File: src/rtl/jt03_seq_pkg.sv
// Shared constants and the decoded-slot bundle for the YM2203 slot sequencer.
package jt03_seq_pkg;

   localparam int NUM_SLOTS = 12;

   localparam logic [1:0] OP_S1 = 2'd0;
   localparam logic [1:0] OP_S3 = 2'd1;
   localparam logic [1:0] OP_S2 = 2'd2;
   localparam logic [1:0] OP_S4 = 2'd3;

   // fv records whether a full frame had completed when the slot was decoded.
   typedef struct packed {
      logic [1:0] ch;
      logic [1:0] op;
      logic [3:0] enters;
      logic       zero;
      logic [2:0] alg;
      logic       fv;
   } slot_bundle_t;

   // enters[0]=S1, [1]=S2, [2]=S3, [3]=S4
   function automatic logic [3:0] op_enters(input logic [1:0] op);
      case (op)
         OP_S1:   return 4'b0001;
         OP_S2:   return 4'b0010;
         OP_S3:   return 4'b0100;
         default: return 4'b1000;
      endcase
   endfunction

endpackage

File: src/rtl/jt03_seq_dly.sv
// Generic DLY-stage shift register advanced on clk_en; DLY=0 is a plain wire.
module jt03_seq_dly #(
   parameter int W   = 8,
   parameter int DLY = 2
) (
   input  logic         clk,
   input  logic         rst_n,
   input  logic         clk_en,
   input  logic [W-1:0] i_d,
   output logic [W-1:0] o_q
);

   generate
      if (DLY == 0) begin : g_comb
         assign o_q = i_d;
      end else begin : g_pipe
         logic [W-1:0] r_sr [DLY];

         always_ff @(posedge clk or negedge rst_n) begin
            if (!rst_n) begin
               for (int i = 0; i < DLY; i++) r_sr[i] <= '0;
            end else if (clk_en) begin
               r_sr[0] <= i_d;
               for (int i = 1; i < DLY; i++) r_sr[i] <= r_sr[i-1];
            end
         end

         assign o_q = r_sr[DLY-1];
      end
   endgenerate

endmodule

File: src/rtl/jt03_slot_seq.sv
// YM2203 slot sequencer: slot counter, per-channel algorithm registers, delayed decode.
// Build option JT03_ALG_SHADOW_EN: algorithm changes take effect only at frame wrap.
module jt03_slot_seq
   import jt03_seq_pkg::*;
#(
   parameter int PIPE_DLY = 2,
   parameter int NUM_CH   = 3
) (
   input  logic       clk,
   input  logic       rst_n,
   input  logic       clk_en,
   input  logic       wr_en,
   input  logic [1:0] wr_ch,
   input  logic [2:0] wr_alg,
   output logic [3:0] slot,
   output logic [1:0] ch,
   output logic [1:0] op,
   output logic       s1_enters,
   output logic       s2_enters,
   output logic       s3_enters,
   output logic       s4_enters,
   output logic       zero,
   output logic [2:0] alg,
   output logic       sample
);

   logic [3:0]   r_slot;
   logic         r_frame_valid;
   logic [2:0]   r_alg_pend [NUM_CH];
   logic [2:0]   w_alg_act  [NUM_CH];
   logic         w_last;
   logic         w_wr_ok;
   slot_bundle_t w_dec;
   slot_bundle_t w_out;

   assign w_last  = (r_slot == 4'(NUM_SLOTS - 1));
   assign w_wr_ok = wr_en && (32'(wr_ch) < NUM_CH);

   always_ff @(posedge clk or negedge rst_n) begin
      if (!rst_n) begin
         r_slot        <= '0;
         r_frame_valid <= 1'b0;
      end else if (clk_en) begin
         r_slot <= w_last ? 4'd0 : r_slot + 4'd1;
         if (w_last) r_frame_valid <= 1'b1;
      end
   end

   // Register writes are CPU-side and do not wait for clk_en.
   always_ff @(posedge clk or negedge rst_n) begin
      if (!rst_n) begin
         for (int i = 0; i < NUM_CH; i++) r_alg_pend[i] <= '0;
      end else if (w_wr_ok) begin
         r_alg_pend[wr_ch] <= wr_alg;
      end
   end

`ifdef JT03_ALG_SHADOW_EN
   logic [2:0] r_alg_act [NUM_CH];

   // A write landing on the wrap clock bypasses the pending copy so it is not lost for a frame.
   always_ff @(posedge clk or negedge rst_n) begin
      if (!rst_n) begin
         for (int i = 0; i < NUM_CH; i++) r_alg_act[i] <= '0;
      end else if (clk_en && w_last) begin
         for (int i = 0; i < NUM_CH; i++)
            r_alg_act[i] <= (w_wr_ok && wr_ch == 2'(i)) ? wr_alg : r_alg_pend[i];
      end
   end

   always_comb begin
      for (int i = 0; i < NUM_CH; i++) w_alg_act[i] = r_alg_act[i];
   end
`else
   always_comb begin
      for (int i = 0; i < NUM_CH; i++) w_alg_act[i] = r_alg_pend[i];
   end
`endif

   always_comb begin
      w_dec        = '0;
      w_dec.op     = 2'(r_slot / 4'(NUM_CH));
      w_dec.ch     = 2'(r_slot % 4'(NUM_CH));
      w_dec.enters = op_enters(w_dec.op);
      w_dec.zero   = (r_slot == 4'd0);
      w_dec.alg    = w_alg_act[w_dec.ch];
      w_dec.fv     = r_frame_valid;
   end

   jt03_seq_dly #(
      .W   ($bits(slot_bundle_t)),
      .DLY (PIPE_DLY)
   ) u_dly (
      .clk    (clk),
      .rst_n  (rst_n),
      .clk_en (clk_en),
      .i_d    (w_dec),
      .o_q    (w_out)
   );

   assign slot      = r_slot;
   assign ch        = w_out.ch;
   assign op        = w_out.op;
   assign s1_enters = w_out.enters[0];
   assign s2_enters = w_out.enters[1];
   assign s3_enters = w_out.enters[2];
   assign s4_enters = w_out.enters[3];
   assign zero      = w_out.zero;
   assign alg       = w_out.alg;
   // The first frame after reset has no accumulated data behind it.
   assign sample    = w_out.zero & w_out.fv;

endmodule

File: config.mk
export PLATFORM = sky130hd
export DESIGN_NAME = jt03_slot_seq
export DESIGN_NICKNAME = d
export VERILOG_FILES = /design/src/rtl/jt03_seq_pkg.sv /design/src/rtl/jt03_seq_dly.sv /design/src/rtl/jt03_slot_seq.sv
export SDC_FILE = /design/constraint.sdc
export NUM_CORES = 1
export LEC_CHECK = 0
export ABC_AREA = 1
export ABC_CLOCK_PERIOD_IN_PS = 3200
export BUFFER_PORTS_ARGS = -buffer_cell sky130_fd_sc_hd__buf_2
export CAP_MARGIN = 20
export CORE_MARGIN = 4
export CORE_UTILIZATION = 45
export DETAILED_ROUTE_END_ITERATION = 8
export SKIP_LAST_GASP = 1
export SLEW_MARGIN = 5
export SYNTH_ARGS = -nofsm -noshare
export SYNTH_HDL_FRONTEND = slang
export SYNTH_SLANG_ARGS = --single-unit
File: constraint.sdc
create_clock -name clk -period 3.2 [get_ports clk]
set_input_delay 0.16 -clock clk [delete_from_list [all_inputs] [get_ports clk]]
set_output_delay 0.16 -clock clk [all_outputs]
set_load 0.005 [all_outputs]
==> flow_summary.yaml <==
status:
  outcome: "finished, violations left"
  violations: "negative hold slack"
yosys:
  netlist.area_leader.share: 0.512
  synth_edf_count: 0
  async_reset_ff_frac: 1.00
  yosysWarnings: 0
  yosys.area.top_type: "dfrtp_1"
  yosysMostFrequentCell: "nand2_1"
  avgSynthCellArea_um2: 8.49
  syn_nets: 245
  synth_cell_type_count: 24
  ys.flop_type: "dfrtp_1"
  synthTopCellsByCount: "nand2_1, dfrtp_1, inv_1, o21ai_0, nand3_1"
  syn-cell-area_mm2: 0.00195
  synth_area_leaders: "dfrtp_1, nand2_1, inv_1, o21ai_0, nand3_1"
  synthCells: 230
  synth-seq-area-share: 0.512
  ys_seq_elements: 40
cts:
  clock_sinks: 40
  clkTransAtPathRegs_ns: 0.08
  cts_tree: "done"
  cts_resized: 0
  htree_levels: 2
  clk_latency_ns: 0.29
  postCtsSetupBuffers: 0
  hold_buffers: 0
  clock-root-buffer: "clkbuf_8"
  cts_buffers: 5
  clockBufferDepth: 2
pwr:
  sw_frac_of_total: 0.372
  p_leak_nw: 1.20
  seqPwrFrac: 0.344
  vdd_drop_max_v: 0.000475
  p_clk_frac: 0.248
  power_switching_uw: 841
  p_int_mw: 1.42
  p_per_area_mw_per_mm2: 1030
  comb_power_share: 0.408
placed_design:
  io_buffers: 25
  hpwlAfterDp_um: 2380
  routabilityCongestion: 0.804
  place_ws_ns: 0.669
  dpl_cell_area_mm2: 0.00204
floorplanning:
  die_w_um: 73.9
  start_util: 0.478
  io_pins: 26
  placementRows: 23
  die-area_mm2: 0.00546
  core_area_mm2: 0.00409
  die_height_um: 73.9
worst_setup_path:
  cp_num_buf_inv: 6
  crit_arrival_ns: 2.70
  crit_type: "reg -> reg"
  crit_top_cell: "nand2_1"
  cp_top_family: "simple AND/OR/NAND/NOR gates"
  r2r_cells: 20
  r2r-start: "slot[3]"
  cp_max_fo: 5
  critPathMaxStageDelay_ns: 0.43
  path_cells: "inv_2 > nand2_1 > inv_1 > ha_1 > inv_1 > ha_1 > nand2_4 > inv_1 > nand2_1 > nand2_1 > inv_1 > ha_1 > inv_1 > nand3_4 > nand2_1 > nand3_1 > nand3_1 > nand2_1 > nand2_1 > nand2_1"
  worstReg2RegEnd: "u_dly.g_pipe.r_sr[15]"
  cp_slowest_cell: "dfrtp_1"
  crit_path_start_kind: "register"
  worstPathRequired_ns: 3.38
  end_kind: "register"
  rrSetupSlack_ns: 0.68
sta:
  hold_slack_ns: -0.0210
  report.final.slew_viol_count: 0
  worst_pin_slew_ns: 0.860
  rsz0062_at_grt: "false"
  max_freq_mhz: 396
  fin_crit_sh: 0.788
  final.min_clock_period_ns: 2.52
  finalSetupViolCount: 0
  finalHoldViolations: 40
  fin_tns_setup_ns: 0
  relSlewSlack: 0.426
  fin_skew_ns: 0.00621
  setup_ws_ns: 0.677
layout:
  drive_gt1_frac: 0.191
  final_nets: 265
  diodes: 0
  areaGrowthSynthToFinish_pct: 12.8
  fin_area_mm2: 0.00220
routing:
  postRouteAntennaNets: 0
  drtPass1Iterations: 4
  first_iter_violations: 74
  routed_wl_um: 3320
  routedWlPerCell_um: 11.0
  remaining_drc_errors: 0
  vias_per_cell: 4.70
  vias: 1414
global_routing:
  grt_max_degree: 41
  grt_pass1_wl_um: 5920
  antenna_found_initial: 0
  grt_pass1_vias: 1338
  track_usage: 0.139
  gr-total-overflow: 0
run:
  cap_viol_max_count: 0
min_path:
  hp-class: "in -> async"
## cell type report
cell class | count | area, um^2
Clock buffer | 5 | 68.8
Clock inverter | 3 | 90.1
Fill cell | 418 | 1880
Inverter | 33 | 124
Multi-Input combinational cell | 145 | 732
Sequential cell | 40 | 1000
Tap cell | 50 | 62.6
Timing Repair Buffer | 25 | 125
## kinds of logic after synthesis
family | count (synthesis) | share of synthesized area
adders and majority gates | 6 | 0.0384
DFF | 40 | 0.512
AOI/OAI and AO/OA | 30 | 0.0826
buffers and inverters | 45 | 0.113
and+or+nand+nor | 109 | 0.254
## metrics by stage
step                      power (mW)  cells   util
after floorplan                 1.53    230      -
after global placement          1.70    293  0.500
after detailed placement        1.72    293  0.500
after CTS                       2.30    301  0.539
after global routing            2.47    301  0.539
final                           2.26    301  0.539
## cells in the final DEF (no fill, tap or decap), types with 3 or more instances in the layout
master	n
nand2_2	5
nor2_1	9
bufinv_16	3
o21ai_0	23
nand3_1	17
buf_2	25
dfrtp_1	40
clkbuf_8	5
a21oi_1	3
nand2_1	69
nand3_2	4
ha_1	6
inv_1	32
## per-layer routing
metal,share of wire,GRT usage,vias to the layer above
met5,0,0,-
met4,0.012,0.0483,0
met3,0.044,0.0328,4
met2,0.42,0.206,27
met1,0.52,0.200,628
li1,-,-,755
## power by group through the flow
stage	registers (mW)	clock network, mW	logic (mW)
after floorplan	0.776	0	0.752
after global placement	0.781	0	0.919
after detailed placement	0.790	0	0.933
after CTS	0.780	0.573	0.942
after global routing	0.805	0.594	1.08
final	0.777	0.561	0.922
## sequential cells by signal (all words and copies together) (netlist names)
signal             count
r_alg_pend             9
r_frame_valid          1
slot                   4
u_dly.g_pipe.r_sr     13
u_dly.o_q             13
## how the worst max path moves through the flow
stage	start	end	slack [ns]	cells past startpoint
after floorplan	slot[3]	u_dly.g_pipe.r_sr[14]	0.89	20
after global placement	slot[3]	u_dly.g_pipe.r_sr[15]	0.77	20
after detailed placement	slot[3]	u_dly.g_pipe.r_sr[15]	0.67	20
after CTS	slot[3]	u_dly.g_pipe.r_sr[15]	0.64	20
after global routing	slot[3]	u_dly.g_pipe.r_sr[14]	0.38	20
final	slot[3]	u_dly.g_pipe.r_sr[15]	0.68	20
## worst register-to-register path: stages, from the launching register on
cell and delay (ns):
dfrtp_1 0.43, inv_2 0.07, nand2_1 0.11, inv_1 0.06, ha_1 0.17, inv_1 0.05, ha_1 0.24, nand2_4 0.08
inv_1 0.07, nand2_1 0.04, nand2_1 0.12, inv_1 0.06, ha_1 0.20, inv_1 0.16, nand3_4 0.12, nand2_1 0.12
nand3_1 0.08, nand3_1 0.08, nand2_1 0.06, nand2_1 0.05, nand2_1 0.05
No activity file was read; power rests on OpenSTA's default activity.
